`src/rtl/tdc_div_pkg.sv`:
```
// Shared types and constants for the divider request scheduler.
package tdc_div_pkg;

  typedef enum logic [1:0] {
    IDLE  = 2'd0,
    ISSUE = 2'd1,
    WAIT  = 2'd2,
    HOLD  = 2'd3
  } state_t;

  // Bit positions inside out_err
  localparam int unsigned ERR_DIVZ = 0;
  localparam int unsigned ERR_TMO  = 1;

  // Divider start-to-done latency in cycles
  localparam int unsigned DIV_LATENCY = 36;

  // Quotient reported for divide-by-zero and timeout
  localparam logic [15:0] DIVZ_Q = 16'hFFFF;

endpackage

```
`src/rtl/tdc_div_fifo.sv`:
```
// Synchronous request FIFO; head is read from the registered storage at rd_ptr.
module tdc_div_fifo #(
  parameter int unsigned WIDTH = 40,
  parameter int unsigned DEPTH = 4
) (
  input  logic                         clk,
  input  logic                         rst,
  input  logic                         push,
  input  logic [WIDTH-1:0]             din,
  input  logic                         pop,
  output logic [WIDTH-1:0]             head,
  output logic                         full,
  output logic                         empty,
  output logic [$clog2(DEPTH+1)-1:0]   count
);

  localparam int unsigned AW = $clog2(DEPTH);
  localparam int unsigned CW = $clog2(DEPTH + 1);

  logic [WIDTH-1:0] mem [DEPTH];
  logic [AW-1:0]    wr_ptr;
  logic [AW-1:0]    rd_ptr;
  logic             do_push;
  logic             do_pop;

  assign full    = (count == CW'(DEPTH));
  assign empty   = (count == '0);
  assign do_push = push && !full;
  assign do_pop  = pop && !empty;
  assign head    = mem[rd_ptr];

  // Storage array; contents are don't-care until written
  always_ff @(posedge clk) begin
    if (do_push) mem[wr_ptr] <= din;
  end

  // Pointers and occupancy; push and pop together leave count unchanged
  always_ff @(posedge clk or negedge rst) begin
    if (!rst) begin
      wr_ptr <= '0;
      rd_ptr <= '0;
      count  <= '0;
    end else begin
      if (do_push) wr_ptr <= wr_ptr + AW'(1);
      if (do_pop)  rd_ptr <= rd_ptr + AW'(1);
      case ({do_push, do_pop})
        2'b10:   count <= count + CW'(1);
        2'b01:   count <= count - CW'(1);
        default: count <= count;
      endcase
    end
  end

endmodule

```
`src/rtl/tdc_div_sched.sv`:
```
// Schedules queued num/den/tag requests onto the shared serial divider,
// guarding against divide-by-zero and a missing done pulse.
module tdc_div_sched
  import tdc_div_pkg::*;
#(
  parameter int unsigned FIFO_DEPTH = 4,
  parameter int unsigned TAG_W      = 8,
  parameter int unsigned TIMEOUT    = 48
) (
  input  logic             clk,
  input  logic             rst,
  input  logic             in_valid,
  output logic             in_ready,
  input  logic [15:0]      in_num,
  input  logic [15:0]      in_den,
  input  logic [TAG_W-1:0] in_tag,
  output logic             div_en,
  output logic [15:0]      div_a,
  output logic [15:0]      div_b,
  input  logic [15:0]      div_q,
  input  logic [15:0]      div_r,
  input  logic             div_done,
  output logic             out_valid,
  input  logic             out_ready,
  output logic [15:0]      out_q,
  output logic [15:0]      out_r,
  output logic [TAG_W-1:0] out_tag,
  output logic [1:0]       out_err,
  output logic             busy
);

  localparam int unsigned DW = 32 + TAG_W;
  localparam int unsigned CW = $clog2(FIFO_DEPTH + 1);
  localparam int unsigned TW = $clog2(TIMEOUT);

  state_t           state_q;
  state_t           state_d;
  logic [DW-1:0]    fifo_head;
  logic             fifo_full;
  logic             fifo_empty;
  logic [CW-1:0]    fifo_count;
  logic             push_c;
  logic             pop_c;
  logic             ld_divz_c;
  logic             ld_done_c;
  logic             ld_tmo_c;
  logic [TW-1:0]    tmo_cnt;
  logic [TAG_W-1:0] tag_q;
  logic [15:0]      hd_num;
  logic [15:0]      hd_den;
  logic [TAG_W-1:0] hd_tag;

  assign hd_num   = fifo_head[DW-1 -: 16];
  assign hd_den   = fifo_head[DW-17 -: 16];
  assign hd_tag   = fifo_head[TAG_W-1:0];
  assign in_ready = !fifo_full;
  assign push_c   = in_valid && in_ready;
  assign busy     = (state_q != IDLE) || (fifo_count != '0);

  tdc_div_fifo #(
    .WIDTH (DW),
    .DEPTH (FIFO_DEPTH)
  ) u_fifo (
    .clk   (clk),
    .rst   (rst),
    .push  (push_c),
    .din   ({in_num, in_den, in_tag}),
    .pop   (pop_c),
    .head  (fifo_head),
    .full  (fifo_full),
    .empty (fifo_empty),
    .count (fifo_count)
  );

  // FSM state register
  always_ff @(posedge clk or negedge rst) begin
    if (!rst) state_q <= IDLE;
    else      state_q <= state_d;
  end

  // Next-state and load strobes
  always_comb begin
    state_d   = state_q;
    pop_c     = 1'b0;
    ld_divz_c = 1'b0;
    ld_done_c = 1'b0;
    ld_tmo_c  = 1'b0;
    case (state_q)
      IDLE: begin
        if (!fifo_empty) begin
          pop_c = 1'b1;
          if (hd_den == '0) begin
            ld_divz_c = 1'b1;
            state_d   = HOLD;
          end else begin
            state_d = ISSUE;
          end
        end
      end
      ISSUE: state_d = WAIT;
      WAIT: begin
        if (div_done) begin
          ld_done_c = 1'b1;
          state_d   = HOLD;
        end else if (tmo_cnt == TW'(TIMEOUT - 1)) begin
          ld_tmo_c = 1'b1;
          state_d  = HOLD;
        end
      end
      HOLD: begin
        if (out_ready) state_d = IDLE;
      end
      default: state_d = IDLE;
    endcase
  end

  // Divider operands, timeout counter and result registers
  always_ff @(posedge clk or negedge rst) begin
    if (!rst) begin
      div_en    <= 1'b0;
      div_a     <= '0;
      div_b     <= '0;
      tag_q     <= '0;
      tmo_cnt   <= '0;
      out_valid <= 1'b0;
      out_q     <= '0;
      out_r     <= '0;
      out_tag   <= '0;
      out_err   <= '0;
    end else begin
      div_en    <= (state_d == ISSUE);
      out_valid <= (state_d == HOLD);

      if (pop_c) begin
        div_a <= hd_num;
        div_b <= hd_den;
        tag_q <= hd_tag;
      end

      if (state_q == ISSUE)     tmo_cnt <= '0;
      else if (state_q == WAIT) tmo_cnt <= tmo_cnt + TW'(1);

      if (ld_divz_c) begin
        out_q             <= DIVZ_Q;
        out_r             <= hd_num;
        out_tag           <= hd_tag;
        out_err           <= '0;
        out_err[ERR_DIVZ] <= 1'b1;
      end else if (ld_done_c) begin
        out_q   <= div_q;
        out_r   <= div_r;
        out_tag <= tag_q;
        out_err <= '0;
      end else if (ld_tmo_c) begin
        out_q            <= DIVZ_Q;
        out_r            <= '0;
        out_tag          <= tag_q;
        out_err          <= '0;
        out_err[ERR_TMO] <= 1'b1;
      end
    end
  end

endmodule

```
`config.mk`:
```
export PLATFORM = sky130hd
export DESIGN_NAME = tdc_div_sched
export DESIGN_NICKNAME = d
export VERILOG_FILES = /design/src/rtl/tdc_div_pkg.sv /design/src/rtl/tdc_div_fifo.sv /design/src/rtl/tdc_div_sched.sv
export SDC_FILE = /design/constraint.sdc
export NUM_CORES = 1
export LEC_CHECK = 0
export BUFFER_PORTS_ARGS = -buffer_cell sky130_fd_sc_hd__buf_2
export CAP_MARGIN = 10
export CORE_ASPECT_RATIO = 2
export CORE_MARGIN = 3
export CORE_UTILIZATION = 57
export DETAILED_ROUTE_END_ITERATION = 16
export GPL_TIMING_DRIVEN = 0
export PLACE_DENSITY = 0.8
export RECOVER_POWER = 25
export SYNTH_ARGS = -nofsm -noshare
export SYNTH_HDL_FRONTEND = slang
export SYNTH_SLANG_ARGS = --single-unit
```
`constraint.sdc`:
```
create_clock -name clk -period 3.3 [get_ports clk]
set_input_delay 0 -clock clk [delete_from_list [all_inputs] [get_ports clk]]
set_output_delay 0 -clock clk [all_outputs]
set_load 0.005 [all_outputs]
```
## Yosys cells after proc, flatten, opt, wreduce, memory -nomap -nowiden

Memories as Yosys holds them, arrays and structs flattened.
Cells that the tools add are included.

- Add/subtract/negate cells: 5
- Multipliers: 0
- Div/mod/pow operators: 0
- Order comparisons: 0
- Equal/unequal tests: 9
- Shift operators: 0
- Mux-type cells: 33
- Bitwise gates (word level): 0
- Reductions and logical operators: 14

Operator list:

| kind | number |
|---|---|
| 16-bit two-way mux | 6 |
| 8-bit two-way mux | 3 |
| 16-bit zero test | 1 |
| 2-bit two-way mux | 8 |
| 1-bit two-way mux | 12 |
| 6-bit two-way mux | 2 |
| 2-bit equality test, second input constant | 4 |
| 2-bit one-hot mux with 4 select lines | 1 |
| 6-bit by 1-bit adder with 6-bit output, second input constant | 1 |
| 2-bit by 1-bit equality test with 1-bit output, second input constant | 3 |
| 6-bit equality test, second input constant | 1 |
| 3-bit one-hot mux with 2 select lines | 1 |
| 2-bit nonzero test | 3 |
| 3-bit nonzero test | 2 |
| 2-bit by 1-bit adder with 2-bit output, second input constant | 2 |
| 3-bit by 1-bit adder with 3-bit output, second input constant | 1 |
| 3-bit equality test, second input constant | 1 |
| 1-bit logical AND | 3 |
| 3-bit zero test | 1 |
| 3-bit by 1-bit subtractor with 3-bit output, second input constant | 1 |
| 1-bit zero test | 2 |
| 2-bit zero test | 1 |
| 1-bit logical OR | 1 |

- Register bits: 99
- Bits in latches: 0
- Bits in writable memories: 160
- Memory bits (read-only): 0
- Input bits: 77
- Logic and storage cells: 76
- Memories kept: 1

Memories:

| memory | words | bits a word | rd ports | clocked after memory_dff | wr ports | RTL line | text |
|---|---|---|---|---|---|---|---|
| u_fifo.mem | 4 | 40 | 1 | 0 | 1 | tdc_div_fifo.sv:20 | `logic [WIDTH-1:0] mem [DEPTH];` |

## Logic depth before layout (Yosys ltp)

- Depth after elaboration: 7
- Gate-level depth with buffers: 10
- Gate-level depth less buffers: 10

## Hierarchy

Synthesis repeated with hierarchy kept, for this count alone.

- Cells, all modules: 611
- Area total of the unflattened synthesis: 10495.1 um^2

Modules (own cells, without submodules):

| module | times used | cells an instance | area an instance (um^2) | sequential area each (um^2) |
|---|---|---|---|---|
| tdc_div_fifo | 1 | 248 | 6190.9 | 4979.8 |
| tdc_div_sched | 1 | 363 | 4304.1 | 2302.2 |

## Worst setup path after synthesis

OpenSTA, ideal clock, no wires.

- Path kind: flip-flop to flip-flop
- Start: reg state_q[0]
- End: reg out_tag[0]
- Library setup time: 127 ps
- Arrival time: 2615 ps
- Path slack: 558 ps
- Stages on the path, launching flop included: 10
- Path buffers: 2
- Period minus slack after synthesis: 2742 ps
- Cell sequence: dfrtp_1 -> inv_1 -> ha_1 -> clkbuf_1 -> nand2_1 -> or3_1 -> clkbuf_1 -> o21ai_1 -> mux2_2 -> mux2_1

- Word-level cells in the longest chain between the ends: 4
- Elaborated cells on any way between the ends: 8
- Classes of those cells: 1 x eq/ne; 5 x mux; 2 x reduce/logical

Ends and longest elaborated chain:

| what | RTL line | text |
|---|---|---|
| start: declaration | tdc_div_sched.sv:36 | `state_t state_q;` |
| start signal: assignment | tdc_div_sched.sv:78 | `else state_q <= state_d;` |
| 2-bit equality test | tdc_div_sched.sv:88 | `case (state_q)` |
| 1-bit two-way mux | tdc_div_sched.sv:88 |  |
| 8-bit two-way mux | tdc_div_sched.sv:149 | `end else if (ld_done_c) begin` |
| 8-bit two-way mux | tdc_div_sched.sv:143 | `if (ld_divz_c) begin` |
| end signal: assignment | tdc_div_sched.sv:146 | `out_tag <= hd_tag;` |
| end signal: assignment | tdc_div_sched.sv:152 | `out_tag <= tag_q;` |
| end signal: assignment | tdc_div_sched.sv:157 | `out_tag <= tag_q;` |
| end: declaration | tdc_div_sched.sv:27 | `output logic [TAG_W-1:0] out_tag,` |

Several ways; a longest one is shown, not always the timed one.
A chain may end at the register's enable or synchronous reset.

## Worst setup path in the final report

- Start: reg state_q[0]
- End: reg out_tag[3]

Same word-level chain as after synthesis.

==> key figures <==
Run status
  • Outcome: complete, but fails checks
  • Failing checks: negative hold slack, max-capacitance violations, max-slew violations

Layout
  • Design area: 13200 um2
  • Total Nets Final: 982
  • Final design utilization: 71.9%
  • Finished Layout Cells: 1127
  • Layout area overhead: 24.0%
  • Layout cell share with drive strength beyond 1: 32.5%

Synthesis
  • Syn_area_per_cell: 16.7 um2
  • Seq/Total Area, Yosys: 68.6%
  • EDFF count, synth: 160
  • Async SR Flop Fraction: 38.2%
  • Yosys warns: 0
  • Synth Register Bits: 259
  • Top_reg_cell synth: edfxtp_1
  • Syn Nets: 725
  • Cell variety after synth: 38
  • Mapped Cells: 637
  • Top-area cell type share of the netlist area: 45.3%
  • Syn Std Cell Area: 10600 um2
  • Synth area leaders: edfxtp_1 45%, dfrtp_1 23%, mux4_2 8.5%
  • Area leader, netlist: edfxtp_1

STA
  • Setup TNS: 0 ps
  • Tmin final: 3050 ps
  • WHS: -7.94 ps
  • Tcrit/Tclk final: 92.5%
  • Final Skew: 10.4 ps
  • RSZ-0062 raised after global routing: false
  • Slew Limit Headroom: -26.9%
  • Endpoints failing hold: 1
  • F_max: 327 MHz
  • Fin. max-slew vios: 74
  • Setup-failing EPs final: 0
  • Final worst setup slack: 246 ps
  • Worst Tran Pin Value: 1900 ps

Routing
  • Pre-antenna DRT Iters: 4
  • WL final: 23400 um
  • Via count: 6345
  • Final antenna-violating net count: 0
  • Via/cell ratio: 5.63
  • DRC errors left: 0
  • Initial DRC count: 301
  • Avg WL per Cell: 20.7 um

Power
  • Power, Total: 11.8 mW
  • P_leak: 5.19 nW
  • VDD IR max: 0.569 mV
  • PwrDens: 893 nW/um2

Hold path
  • Hold path start: div_done
  • Hold EP: out_err[0]$_DFFE_PN0P_
  • Tightest Hold Check Type: input pin to flop
  • Worst hold path depth: 3

GRT
  • Pin count of the biggest net entering global routing: 74
  • M3 GR Usage: 3.30%
  • Grt total ovfl: 0
  • M2 GR Usage: 44.5%
  • Antenna violations before repair: 0
  • Tot GR Track Use: 23.2%
  • Most Crowded Layer GR: met2
  • First-pass GRT wire length: 36100 um
  • Vias in the first global route: 6964
  • GRT met1 Usage: 24.7%

Critical path
  • CP Cell Sequence: inv_1, ha_1, clkbuf_1, nand2_1, or3_1, clkbuf_1, o21ai_4, mux2_2, mux2_1
  • CP arrival: 3440 ps
  • CP Max Fanout: 10
  • R2r setup slk: 250 ps
  • Critical Path Start: state_q[0]$_DFF_PN0_
  • CP bufs+invs: 3
  • Reg-to-reg critical path endpoint: out_tag[3]$_DFFE_PN0P_
  • CP top delay family: buffers and inverters
  • Cells on worst reg2reg path: 9
  • Cell mode on critical path: clkbuf_1
  • Setup Crit Path Kind: flop to flop
  • Crit end category: flop
  • WP depth: 9
  • CP Launch Type: flop
  • Critical R2R Launch: state_q[0]$_DFF_PN0_
  • Slowest CP cell: dfrtp_1
  • Worst stage delay on the critical path: 420 ps
  • Critical Path RT: 3680 ps

Place
  • Inst Count DP: 1012
  • Dpl ws: -209 ps
  • Input/output buffers: 154
  • Placed Area: 11800 um2
  • GP Congestion: 0.795
  • Post-DP HPWL: 16000 um

Floorplanning
  • Die area: 20400 um2
  • Die Ht: 199 um
  • Die W: 102 um
  • Initial core utilization: 58.0%
  • Core Box Area: 18300 um2
  • Num ports: 155
  • Row count: 70

Clock network
  • Later-pin clock latency in the skew report: 510 ps
  • H-Tree Depth: 1
  • Reg clk slew, reported paths: 70 ps
  • Clock buffer depth: 3
  • CTS root buffer: clkbuf_16
  • Setup Buffers After CTS: 0
  • TritonCTS clock tree: built
  • Total CTS buffers: 22
  • TritonCTS Sinks: 259

Flow run
  • Max-cap viol count: 2
## state kept, by name (all words and copies together) (netlist names), 2 cells and up
signal	count
div_a	16
div_b	16
out_err	2
out_q	16
out_r	16
out_tag	8
state_q	2
tag_q	8
tmo_cnt	6
u_fifo.count	3
u_fifo.mem	160
u_fifo.rd_ptr	2
u_fifo.wr_ptr	2
## where the power goes
part	leakage (nW)	internal [mW]	total (mW)	switching, mW
logic	2.20	2.14	4.20	2.06
clock network	0.354	1.43	2.52	1.10
registers	2.64	4.51	5.03	0.524
## cell type report
| class | instances | area [um2] |
|---|---|---|
| multi-input cells | 330 | 3130 |
| plain buffers | 33 | 165 |
| diodes | 1 | 2.50 |
| clock buffers | 32 | 639 |
| well taps | 216 | 270 |
| fillers | 1132 | 5140 |
| flip-flops and latches | 259 | 7280 |
| clock inverters | 8 | 65.1 |
| inverters | 15 | 56.3 |
| repair buffers | 233 | 1550 |
## worst max-delay path by stage
stage and to:
2_1_floorplan out_tag[0]$_DFFE_PN0P_, 3_3_place_gp out_tag[3]$_DFFE_PN0P_, 3_5_place_dp out_tag[1]$_DFFE_PN0P_, 4_1_cts out_tag[3]$_DFFE_PN0P_, 5_1_grt out_tag[3]$_DFFE_PN0P_, 6_report out_tag[3]$_DFFE_PN0P_
## metal layers
| metal | part of all wire, % | vias up | wire (um) |
|---|---|---|---|
| met4 | 2.9 | 0 | 680 |
| met5 | 0 | - | 0 |
| met2 | 58 | 195 | 13500 |
| met3 | 4.3 | 48 | 1010 |
| met1 | 35 | 3200 | 8150 |
| li1 | - | 2902 | - |
## Yosys cell counts, types with 6 or more instances
library cell	instances
edfxtp_1	160
dfrtp_1	99
nand2_1	95
mux2_2	59
mux4_2	40
o21ai_0	21
mux2_4	20
clkbuf_1	17
mux2i_1	17
o31ai_1	17
inv_1	14
ha_1	10
buf_1	8
nor2_1	6
## placed cells by master (no fill, tap or decap), types with 4 or more instances in the layout
cell	n
edfxtp_1	160
buf_2	126
dfrtp_1	99
nand2_1	95
dlygate4sd3_1	73
mux2_2	59
clkbuf_1	55
mux4_2	40
clkbuf_16	23
o21ai_0	21
mux2_4	20
mux2i_1	17
o31ai_1	16
inv_1	14
ha_1	10
buf_1	8
clkinv_2	7
nor2_1	6
buf_6	5
xnor2_1	5
and3_2	4
a21oi_1	4
mux2_1	4
buf_12	4
## tightest hold or removal path: stages
cell and delay (ps):
buf_2 150, o21ai_4 150, o21ai_0 160
## repair_timing
item                                   CTS  global route
hold buffers                            74             0
setup endpoints to repair                8             9
gates resized for setup                  1             2
endpoints found under the hold margin  292             0
## kinds of logic (layout without fill, tap and decap cells)
| logic type | count (synthesis) | after routing | share of synthesized area [%] |
|---|---|---|---|
| flops | 259 | 259 | 68.6 |
| mux | 140 | 140 | 19.6 |
| simple gates | 122 | 122 | 4.85 |
| compound gates | 49 | 49 | 2.82 |
| buf+inv | 48 | 321 | 2.09 |
| fa+ha+maj | 11 | 11 | 1.37 |
| xor+xnor | 8 | 8 | 0.660 |
| other cells | 0 | 1 | 0 |
(Power assumes the default switching activity.)
